===== config.mk =====
export PLATFORM = sky130hd
export DESIGN_NAME = combined_filter
export DESIGN_NICKNAME = d
export VERILOG_FILES = /design/src/rtl/combined_filter_pkg.sv /design/src/rtl/combined_filter_cic_decimator.sv /design/src/rtl/combined_filter.sv
export SDC_FILE = /design/constraint.sdc
export NUM_CORES = 1
export LEC_CHECK = 0
export ABC_AREA = 1
export ABC_CLOCK_PERIOD_IN_PS = 10100
export CELL_PAD_IN_SITES_DETAIL_PLACEMENT = 1
export CELL_PAD_IN_SITES_GLOBAL_PLACEMENT = 2
export CORE_ASPECT_RATIO = 1.25
export CORE_MARGIN = 5
export CORE_UTILIZATION = 36
export CTS_BUF_LIST = sky130_fd_sc_hd__clkbuf_16
export DETAILED_ROUTE_END_ITERATION = 10
export HOLD_SLACK_MARGIN = 0.15
export MAX_ROUTING_LAYER = met4
export PLACE_DENSITY_LB_ADDON = 0.1
export SLEW_MARGIN = 15
export SYNTH_ARGS = -nofsm -noshare
export SYNTH_HDL_FRONTEND = slang
export SYNTH_SLANG_ARGS = --single-unit

===== constraint.sdc =====
create_clock -name clk_clk -period 10.1 [get_ports clk_clk]
set_input_delay 1.515 -clock clk_clk [delete_from_list [all_inputs] [get_ports clk_clk]]
set_output_delay 1.515 -clock clk_clk [all_outputs]
set_load 0.005 [all_outputs]

===== src/rtl/combined_filter_pkg.sv =====
// Shared types, widths and helpers for the PDM-to-PCM decimator.
//   CIC_R/CIC_N  : CIC decimation ratio and stage count
//   CIC_W/ACC_W  : CIC integrator width and FIR accumulator width
//   FIR_COEF     : 7-tap half-band coefficients (sum 32, unity DC gain)
//   PDM_P1/M1    : 2-bit signed codes for PDM +1 / -1
//   sat16()      : clamp an ACC_W signed value into the 16-bit PCM range
package combined_filter_pkg;

    localparam int unsigned CIC_R     = 32;
    localparam int unsigned CIC_N     = 4;
    localparam int unsigned OUT_W     = 16;
    localparam int unsigned CIC_W     = 22;
    localparam int unsigned ACC_W     = 24;
    localparam int unsigned CNT_W     = $clog2(CIC_R);
    localparam int unsigned PDM_W     = 2;
    localparam int unsigned ERR_W     = 2;
    localparam int unsigned FIR_TAPS  = 7;
    localparam int unsigned COEF_W    = 6;
    localparam int unsigned CIC_SHIFT = 5;
    localparam int unsigned FIR_SHIFT = 5;

    localparam logic [PDM_W-1:0] PDM_P1 = 2'b01;
    localparam logic [PDM_W-1:0] PDM_M1 = 2'b11;

    typedef logic signed [COEF_W-1:0] coef_t;

    localparam coef_t FIR_COEF [FIR_TAPS] =
        '{-6'sd1, 6'sd0, 6'sd9, 6'sd16, 6'sd9, 6'sd0, -6'sd1};

    localparam logic signed [ACC_W-1:0] SAT_MAX = ACC_W'(32767);
    localparam logic signed [ACC_W-1:0] SAT_MIN = ACC_W'(-32768);

    // One output beat: PCM sample plus the frame's accumulated error flags
    typedef struct packed {
        logic signed [OUT_W-1:0] data;
        logic [ERR_W-1:0]        error;
    } pcm_beat_t;

    // Clamp to the signed 16-bit range
    function automatic logic signed [OUT_W-1:0] sat16(input logic signed [ACC_W-1:0] x);
        logic signed [OUT_W-1:0] r;
        if (x > SAT_MAX) begin
            r = 16'sh7fff;
        end else if (x < SAT_MIN) begin
            r = 16'sh8000;
        end else begin
            r = x[OUT_W-1:0];
        end
        return r;
    endfunction

endpackage


===== src/rtl/combined_filter_cic_decimator.sv =====
// 4-stage CIC decimate-by-32 with >>>5 scaling and 16-bit saturation.
//   clk_clk      : PDM clock
//   reset_reset  : synchronous active-high reset
//   accept       : input sample consumed this cycle
//   pdm          : signed 2-bit PDM sample
//   wrap_c       : combinational, high on the accept that completes a CIC block
//   cic_data     : scaled, saturated CIC output (registered)
//   cic_valid    : one-cycle strobe, high the cycle cic_data is new
module cic_decimator
    import combined_filter_pkg::*;
(
    input  logic                    clk_clk,
    input  logic                    reset_reset,
    input  logic                    accept,
    input  logic signed [PDM_W-1:0] pdm,
    output logic                    wrap_c,
    output logic signed [OUT_W-1:0] cic_data,
    output logic                    cic_valid
);

    logic signed [CIC_W-1:0] integ_q    [CIC_N];
    logic signed [CIC_W-1:0] integ_d    [CIC_N];
    logic signed [CIC_W-1:0] comb_dly_q [CIC_N];
    logic signed [CIC_W-1:0] comb_dly_d [CIC_N];
    logic signed [CIC_W-1:0] comb_out_c;
    logic signed [ACC_W-1:0] cic_wide_c;
    logic signed [OUT_W-1:0] cic_scaled_c;
    logic [CNT_W-1:0]        cnt_q;
    logic                    comb_pend_q;

    assign wrap_c = accept && (cnt_q == CNT_W'(CIC_R - 1));

    // Integrator cascade; each stage adds the freshly updated value of the stage before
    always_comb begin : integrate
        logic signed [CIC_W-1:0] run;
        run = CIC_W'(pdm);
        for (int k = 0; k < CIC_N; k++) begin
            run        = integ_q[k] + run;
            integ_d[k] = run;
        end
    end

    // Comb cascade (M=1) at the decimated rate; each delay stores its own stage input
    always_comb begin : comb_chain
        logic signed [CIC_W-1:0] run;
        run = integ_q[CIC_N-1];
        for (int k = 0; k < CIC_N; k++) begin
            comb_dly_d[k] = run;
            run           = run - comb_dly_q[k];
        end
        comb_out_c = run;
    end

    // Full-scale CIC output is +/-2^20; >>>5 brings it to the 16-bit range (+2^20 saturates)
    always_comb begin : scale
        cic_wide_c   = ACC_W'(comb_out_c);
        cic_scaled_c = sat16(cic_wide_c >>> CIC_SHIFT);
    end

    // Integrators/counter advance on accept; combs register the edge after the block wraps
    always_ff @(posedge clk_clk) begin
        if (reset_reset) begin
            integ_q     <= '{default: '0};
            comb_dly_q  <= '{default: '0};
            cnt_q       <= '0;
            comb_pend_q <= 1'b0;
            cic_data    <= '0;
            cic_valid   <= 1'b0;
        end else begin
            if (accept) begin
                integ_q <= integ_d;
                cnt_q   <= cnt_q + CNT_W'(1);
            end
            comb_pend_q <= wrap_c;
            cic_valid   <= comb_pend_q;
            if (comb_pend_q) begin
                comb_dly_q <= comb_dly_d;
                cic_data   <= cic_scaled_c;
            end
        end
    end

endmodule


===== src/rtl/combined_filter.sv =====
// Per-microphone PDM-to-PCM decimator: CIC /32 followed by 7-tap half-band FIR /2.
//   clk_clk          : 2 MHz PDM clock
//   reset_reset      : synchronous active-high reset
//   av_st_in_data    : signed 2-bit PDM sample
//   av_st_in_valid   : sample qualifier
//   av_st_in_ready   : low only while reset is asserted
//   av_st_in_error   : error flags accompanying the input sample
//   av_st_out_data   : signed 16-bit PCM sample, held between pulses
//   av_st_out_valid  : one-cycle pulse per output sample
//   av_st_out_error  : OR of input error flags over the frame's accepted samples
module combined_filter
    import combined_filter_pkg::*;
(
    input  logic             clk_clk,
    input  logic             reset_reset,
    input  logic [PDM_W-1:0] av_st_in_data,
    input  logic             av_st_in_valid,
    output logic             av_st_in_ready,
    input  logic [ERR_W-1:0] av_st_in_error,
    output logic [OUT_W-1:0] av_st_out_data,
    output logic             av_st_out_valid,
    output logic [ERR_W-1:0] av_st_out_error
);

    logic                    accept_c;
    logic                    wrap_c;
    logic                    frame_end_c;
    logic signed [PDM_W-1:0] pdm_c;
    logic signed [OUT_W-1:0] cic_data;
    logic                    cic_valid;

    logic                    half_q;
    logic                    fe_d1_q;
    logic                    fe_d2_q;
    logic [ERR_W-1:0]        err_acc_q;
    logic [ERR_W-1:0]        err_frame_q;
    logic signed [OUT_W-1:0] hist_q [FIR_TAPS-1];
    logic signed [OUT_W-1:0] taps_c [FIR_TAPS];
    logic signed [ACC_W-1:0] fir_acc_c;
    logic signed [OUT_W-1:0] fir_c;
    pcm_beat_t               out_q;
    logic                    out_valid_q;

    assign accept_c = av_st_in_valid && !reset_reset;
    assign pdm_c    = $signed(av_st_in_data);

    // Ready follows reset directly so it is already low in the first reset cycle
    assign av_st_in_ready = ~reset_reset;

    cic_decimator u_cic (
        .clk_clk     (clk_clk),
        .reset_reset (reset_reset),
        .accept      (accept_c),
        .pdm         (pdm_c),
        .wrap_c      (wrap_c),
        .cic_data    (cic_data),
        .cic_valid   (cic_valid)
    );

    // A frame is two CIC blocks; it ends on the wrap of the second block
    assign frame_end_c = wrap_c && half_q;

    // FIR taps: newest CIC sample plus the six previous ones
    always_comb begin : fir_taps
        taps_c[0] = cic_data;
        for (int k = 1; k < FIR_TAPS; k++) begin
            taps_c[k] = hist_q[k-1];
        end
    end

    // Half-band MAC, then >>>5 (coefficient sum 32) and saturate
    always_comb begin : fir_mac
        fir_acc_c = '0;
        for (int k = 0; k < FIR_TAPS; k++) begin
            fir_acc_c = fir_acc_c + ACC_W'(taps_c[k]) * ACC_W'(FIR_COEF[k]);
        end
        fir_c = sat16(fir_acc_c >>> FIR_SHIFT);
    end

    // Frame tracking, error accumulation, FIR history and output register
    always_ff @(posedge clk_clk) begin
        if (reset_reset) begin
            half_q      <= 1'b0;
            fe_d1_q     <= 1'b0;
            fe_d2_q     <= 1'b0;
            err_acc_q   <= '0;
            err_frame_q <= '0;
            hist_q      <= '{default: '0};
            out_q       <= '0;
            out_valid_q <= 1'b0;
        end else begin
            if (wrap_c) begin
                half_q <= ~half_q;
            end
            if (accept_c) begin
                err_acc_q <= frame_end_c ? '0 : (err_acc_q | av_st_in_error);
            end
            // Snapshot the frame's flags at its last accept, before the accumulator clears
            if (frame_end_c) begin
                err_frame_q <= err_acc_q | av_st_in_error;
            end
            // fe_d2_q lines up with the CIC strobe carrying the frame's second block
            fe_d1_q <= frame_end_c;
            fe_d2_q <= fe_d1_q;
            if (cic_valid) begin
                hist_q[0] <= cic_data;
                for (int k = 1; k < FIR_TAPS - 1; k++) begin
                    hist_q[k] <= hist_q[k-1];
                end
            end
            out_valid_q <= fe_d2_q;
            if (fe_d2_q) begin
                out_q.data  <= fir_c;
                out_q.error <= err_frame_q;
            end
        end
    end

    assign av_st_out_data  = out_q.data;
    assign av_st_out_error = out_q.error;
    assign av_st_out_valid = out_valid_q;

endmodule


==> results of run 1 <==
path summary, 6_finish.rpt:
path	cells after the start	slack [ns]	endpoint
max	34	1.68	u_cic.comb_dly_d[87]
min	2	0.40	fe_d2_q
max reg2reg	37	2.75	u_cic.cic_data[0]
min reg2reg	2	0.40	fe_d2_q
metal layers:
layer,vias up,share of wire
met2,146,0.53
met4,0,0.030
met3,97,0.020
li1,10400,-
met1,9846,0.42
met5,-,0
registers in the layout, indices dropped and copies added, names as in the netlist:
register           count
hist_q                96
err_acc_q              2
u_cic.comb_dly_d      22
u_cic.cic_data        16
av_st_out_valid        1
av_st_out_error        2
err_frame_q            2
u_cic.cnt_q            5
u_cic.integ_q         66
fe_d2_q                1
u_cic.comb_dly_q      88
u_cic.comb_pend_q      1
half_q                 1
u_cic.cic_valid        1
av_st_out_data        16
fe_d1_q                1
cells by family after synthesis:
group                      Yosys count  share of synthesized area
buffers and inverters              689                     0.1110
xor gates and xnor gates           161                    0.06045
adders and majority gates          355                     0.2165
and+or+nand+nor                    851                     0.1517
AOI/OAI and AO/OA                  836                     0.1885
DFF                                321                     0.2719
tightest hold or removal path, stage by stage, from the launching register on:
cell,delay [ns]
dfxtp_1,0.29
inv_1,0.04
nor2_1,0.03
final cells by class:
type,instances,area (sq um),area share
clock buffer,43,1076,0.04141
clock inverter,30,267.8,0.01030
inverter,587,2208,0.08498
multi-input combinational,2203,14590,0.5616
sequential,321,6429,0.2474
tap,856,1071,0.04121
timing repair buffer,37,341.6,0.01314
synth_stat cells, types with 33 or more instances:
cell        n  area share
o21ai_1    33      0.0070
inv_1     584       0.093
fa_1       90       0.076
dfxtp_1   321        0.27
a21oi_1   374       0.079
ha_1      265        0.14
nor2_1    174       0.028
nand2_1   471       0.075
o21ai_0   331       0.070
xor2_1    111       0.041
xnor2_1    49       0.018
clkbuf_1   89       0.014
nand3_1   125       0.026
metrics by stage:
stage	utilization	setup slack, ns
floorplan	-	3.519
global placement	0.3766	1.540
detailed placement	0.3766	1.161
CTS	0.3972	1.722
global route	0.3972	0.9761
finish	0.3972	1.683
==> results.sh, run 1 <==
export IMPL_status="complete, no violations"
export IMPL_cts_buffers=42
export IMPL_n_fill_cell=8117
export IMPL_min_path_type="flop to flop"
export IMPL_mostFrequentLayoutCells="inv_1, nand2_1, a21oi_1"
export IMPL_top_usage_layer="met2"
export IMPL_slew_headroom=0.3017
export IMPL_grt_pass1_wl_mm=110.5
export IMPL_r2r_start="u_cic.comb_dly_d[66]"
export IMPL_fin_crit_ns=8.417
export IMPL_met2_usage=0.3618
export IMPL_first_pass_iters=4
export IMPL_worst_path_max_delay_cell="clkdlybuf4s50_1"
export IMPL_routabilityCongestion=0.8363
export IMPL_wire_per_inst_microns=16.34
export IMPL_dp_cells=4004
export IMPL_required_ns=10.60
export IMPL_cts_tree="done"
export IMPL_finalSetupViolations=0
export IMPL_antenna_found_initial=0
export IMPL_synth_avg_cell_area_sq_um=7.356
export IMPL_finalMaxSlewViolations=0
export IMPL_ios=27
export IMPL_netlist_area_sq_um=23640
export IMPL_die_y_microns=296.5
export IMPL_grt_overflow=0
export IMPL_syn_nets=3575
export IMPL_cts_hold_buf=0
export IMPL_routed_wl_mm=66.64
export IMPL_core_area_sq_um=65430
export IMPL_end_kind="flop"
export IMPL_crit_start="av_st_in_data[1]"
export IMPL_area_delta_synth_final_pct=9.946
export IMPL_drv_cap=0
export IMPL_ys_flop_type="dfxtp_1"
export IMPL_path_buf_inv=3
export IMPL_insertedDiodeCount=0
export IMPL_synth_edff_count=0
export IMPL_clk_path_buf_depth=3
export IMPL_max_stage_delay_ns=0.97
export IMPL_fin_crit_sh=0.8333
export IMPL_drt_iter0_drc=475
export IMPL_tns_ns=0
export IMPL_tightest_slew_ns=1.044
export IMPL_clk_pin_slew_worst_paths_ns=0.06
export IMPL_grt_max_degree=118
export IMPL_drive_gt1_frac=0.04098
export IMPL_via_per_inst=5.026
export IMPL_ys_warnings_count=0
export IMPL_syn_inst=3213
export IMPL_via_count=20490
export IMPL_cts_setup_buffers=0
export IMPL_hpwl_mm=51.27
export IMPL_cts_resized=0
export IMPL_hold_start="fe_d1_q"
export IMPL_start_kind="input port"
export IMPL_clock_sink_count=321
export IMPL_critPathKind="input port to flop"
export IMPL_synth_seq_area_share=0.2719
export IMPL_synth_cell_types=55
export IMPL_use_met1=0.2164
export IMPL_fin_cells=4077
export IMPL_ys_seq_elements=321
export IMPL_dpl_cell_area_sq_um=24640
export IMPL_rows=105
export IMPL_drtAntennaViolNets=0
export IMPL_ys_async_sr_fraction=0
export IMPL_finalHoldViolations=0
export IMPL_grt_pass1_vias=21810
export IMPL_portBuffers=26
export IMPL_timing_hold_ws_ns=0.4049
export IMPL_cp_arrival_ns=8.91
export IMPL_grtUsageMet3=0.02207
export IMPL_die_area_sq_um=70910
export IMPL_cts_root_buf="clkbuf_16"
export IMPL_die_w_microns=239.2
export IMPL_drc=0
export IMPL_htreeDepth=2
export IMPL_final_common_cell="inv_1"
export IMPL_initial_core_util=0.3613
export IMPL_cpLargestDelayFamily="compound AO/OA/AOI/OAI gates"
export IMPL_insertion_delay_ns=0.57
export IMPL_crit_path_max_fanout=22
export IMPL_fin_nets=3554
export IMPL_fmax_ghz=0.1188
export IMPL_stdcell_area_sq_um=25990
export IMPL_path_common_cell="nand2_1"
export IMPL_rsz0062_at_grt="false"
export IMPL_grt_usage=0.1933
export IMPL_fin_worst_skew_ns=0.01356
Power of run 1 is not shown: default switching activity piles up to over one toggle a cycle in this logic, so the estimate is an artifact.
==> run 2: changes to the inputs <==
- ABC_CLOCK_PERIOD_IN_PS: 10100 -> 7400
- CORE_UTILIZATION: 36 -> 34
- clock period: 10.1 -> 7.4 ns (I/O delays scaled with it)
==> results.sh, run 2 (synthesized netlist as in run 1, its figures left out) <==
export IMPL_fin_crit_sh=0.9338
export IMPL_die_y_microns=304.8
export IMPL_hpwl_mm=51.38
export IMPL_required_ns=7.86
export IMPL_insertedDiodeCount=0
export IMPL_rsz0062_at_grt="true"
export IMPL_worstReg2RegEnd="u_cic.cic_data[2]"
export IMPL_mostFrequentLayoutCells="inv_1, nand2_1, a21oi_1"
export IMPL_hold_end="fe_d2_q"
export IMPL_finalHoldViolations=0
export IMPL_hold_path_depth=2
export IMPL_fin_nets=3614
export IMPL_tightest_slew_ns=1.100
export IMPL_regMostFlops="hist_q"
export IMPL_via_count=20610
export IMPL_r2r_start="u_cic.comb_dly_d[66]"
export IMPL_hold_start="fe_d1_q"
export IMPL_routed_wl_mm=67.34
export IMPL_critPathKind="input port to flop"
export IMPL_fin_cells=4218
export IMPL_cts_buffers=41
export IMPL_rows=108
export IMPL_stdcell_area_sq_um=26590
export IMPL_cts_tree="done"
export IMPL_htreeDepth=2
export IMPL_path_common_cell="nand2_1"
export IMPL_area_delta_synth_final_pct=12.48
export IMPL_drc=0
export IMPL_end_kind="flop"
export IMPL_r2r_slack_ns=0.59
export IMPL_grt_overflow=0
export IMPL_final_common_cell="inv_1"
export IMPL_finalSetupViolations=0
export IMPL_fin_worst_skew_ns=0.01849
export IMPL_grt_usage=0.1836
export IMPL_drt_iter0_drc=591
export IMPL_start_kind="input port"
export IMPL_drive_gt1_frac=0.06579
export IMPL_min_path_type="flop to flop"
export IMPL_grt_pass1_wl_mm=111.1
export IMPL_via_per_inst=4.886
export IMPL_clk_pin_slew_worst_paths_ns=0.06
export IMPL_dp_cells=4138
export IMPL_dpl_cell_area_sq_um=25180
export IMPL_grt_pass1_vias=21910
export IMPL_fmax_ghz=0.1447
export IMPL_worstRegToRegCells=35
export IMPL_ios=27
export IMPL_portBuffers=26
export IMPL_crit_path_max_fanout=13
export IMPL_die_w_microns=245.8
export IMPL_status="complete, no violations"
export IMPL_largestRegisters="hist_q (96), u_cic.comb_dly_q (88), u_cic.integ_q (66)"
export IMPL_cts_root_buf="clkbuf_16"
export IMPL_first_pass_iters=6
export IMPL_timing_hold_ws_ns=0.4090
export IMPL_worst_path_max_delay_cell="clkdlybuf4s50_1"
export IMPL_routabilityCongestion=0.8448
export IMPL_final_util=0.3843
export IMPL_largest_register_ffs=96
export IMPL_max_stage_delay_ns=0.45
export IMPL_insertion_delay_ns=0.58
export IMPL_fin_crit_ns=6.910
export IMPL_cts_hold_buf=0
export IMPL_initial_core_util=0.3416
export IMPL_clk_path_buf_depth=3
export IMPL_clock_sink_count=321
export IMPL_antenna_found_initial=0
export IMPL_wire_per_inst_microns=15.96
export IMPL_die_area_sq_um=74930
export IMPL_drv_cap=0
export IMPL_slew_headroom=0.2668
export IMPL_core_area_sq_um=69190
export IMPL_finalMaxSlewViolations=0
export IMPL_drtAntennaViolNets=0
export IMPL_grt_max_degree=186
export IMPL_cp_arrival_ns=7.37
-- run 2: area by class of cell --
| type | instances | area, sq um |
|---|---|---|
| Timing Repair Buffer | 97 | 815.8 |
| Clock inverter | 33 | 214.0 |
| Sequential cell | 321 | 6429 |
| Fill cell | 8587 | 42600 |
| Multi-Input combinational cell | 2204 | 14720 |
| Clock buffer | 41 | 1026 |
| Inverter | 587 | 2215 |
| Tap cell | 935 | 1170 |
-- run 2: worst max path at each step --
stage / start / end / slack (ns)
floorplan: av_st_in_data[0] / u_cic.comb_dly_d[87] / 1.22
global placement: av_st_in_data[1] / u_cic.comb_dly_d[87] / -0.006
detailed placement: av_st_in_data[1] / u_cic.comb_dly_d[87] / -0.23
CTS: u_cic.comb_dly_d[66] / u_cic.cic_data[2] / 0.08
global route: u_cic.comb_dly_d[66] / u_cic.cic_data[0] / -0.05
finish: av_st_in_data[1] / u_cic.comb_dly_d[86] / 0.49
-- run 2: what timing repair did --
action,CTS,global route
pin swaps,0,8
gates cloned,0,1
endpoints found under the setup margin,8,18
buffers inserted,0,5
gates resized for setup,1,26
hold endpoints to repair,0,0
-- run 2: per-layer routing --
metal	wire [microns]	up-vias	global-route usage
met5	0	-	-
met4	1671	0	0.04478
met3	1129	84	0.02007
met2	35920	115	0.3476
met1	28620	9903	0.2048
li1	-	10510	-
-- run 2: critical path: cells and delay by family --
kind | cells | cell delay (ns)
adders and majority gates | 4 | 1.34
buffers and inverters | 4 | 0.83
xor gates and xnor gates | 4 | 0.72
and+or+nand+nor | 12 | 1.52
AOI/OAI and AO/OA | 10 | 1.85
-- run 2: through the flow --
step | TNS, ns | setup slack, ns
floorplan | 0 | 1.224
global placement | -0.005751 | -0.005751
detailed placement | -0.4945 | -0.2320
CTS | 0 | 0.08108
global route | -0.3263 | -0.04825
finish | 0 | 0.4898
Power of run 2 is left out for the same reason.
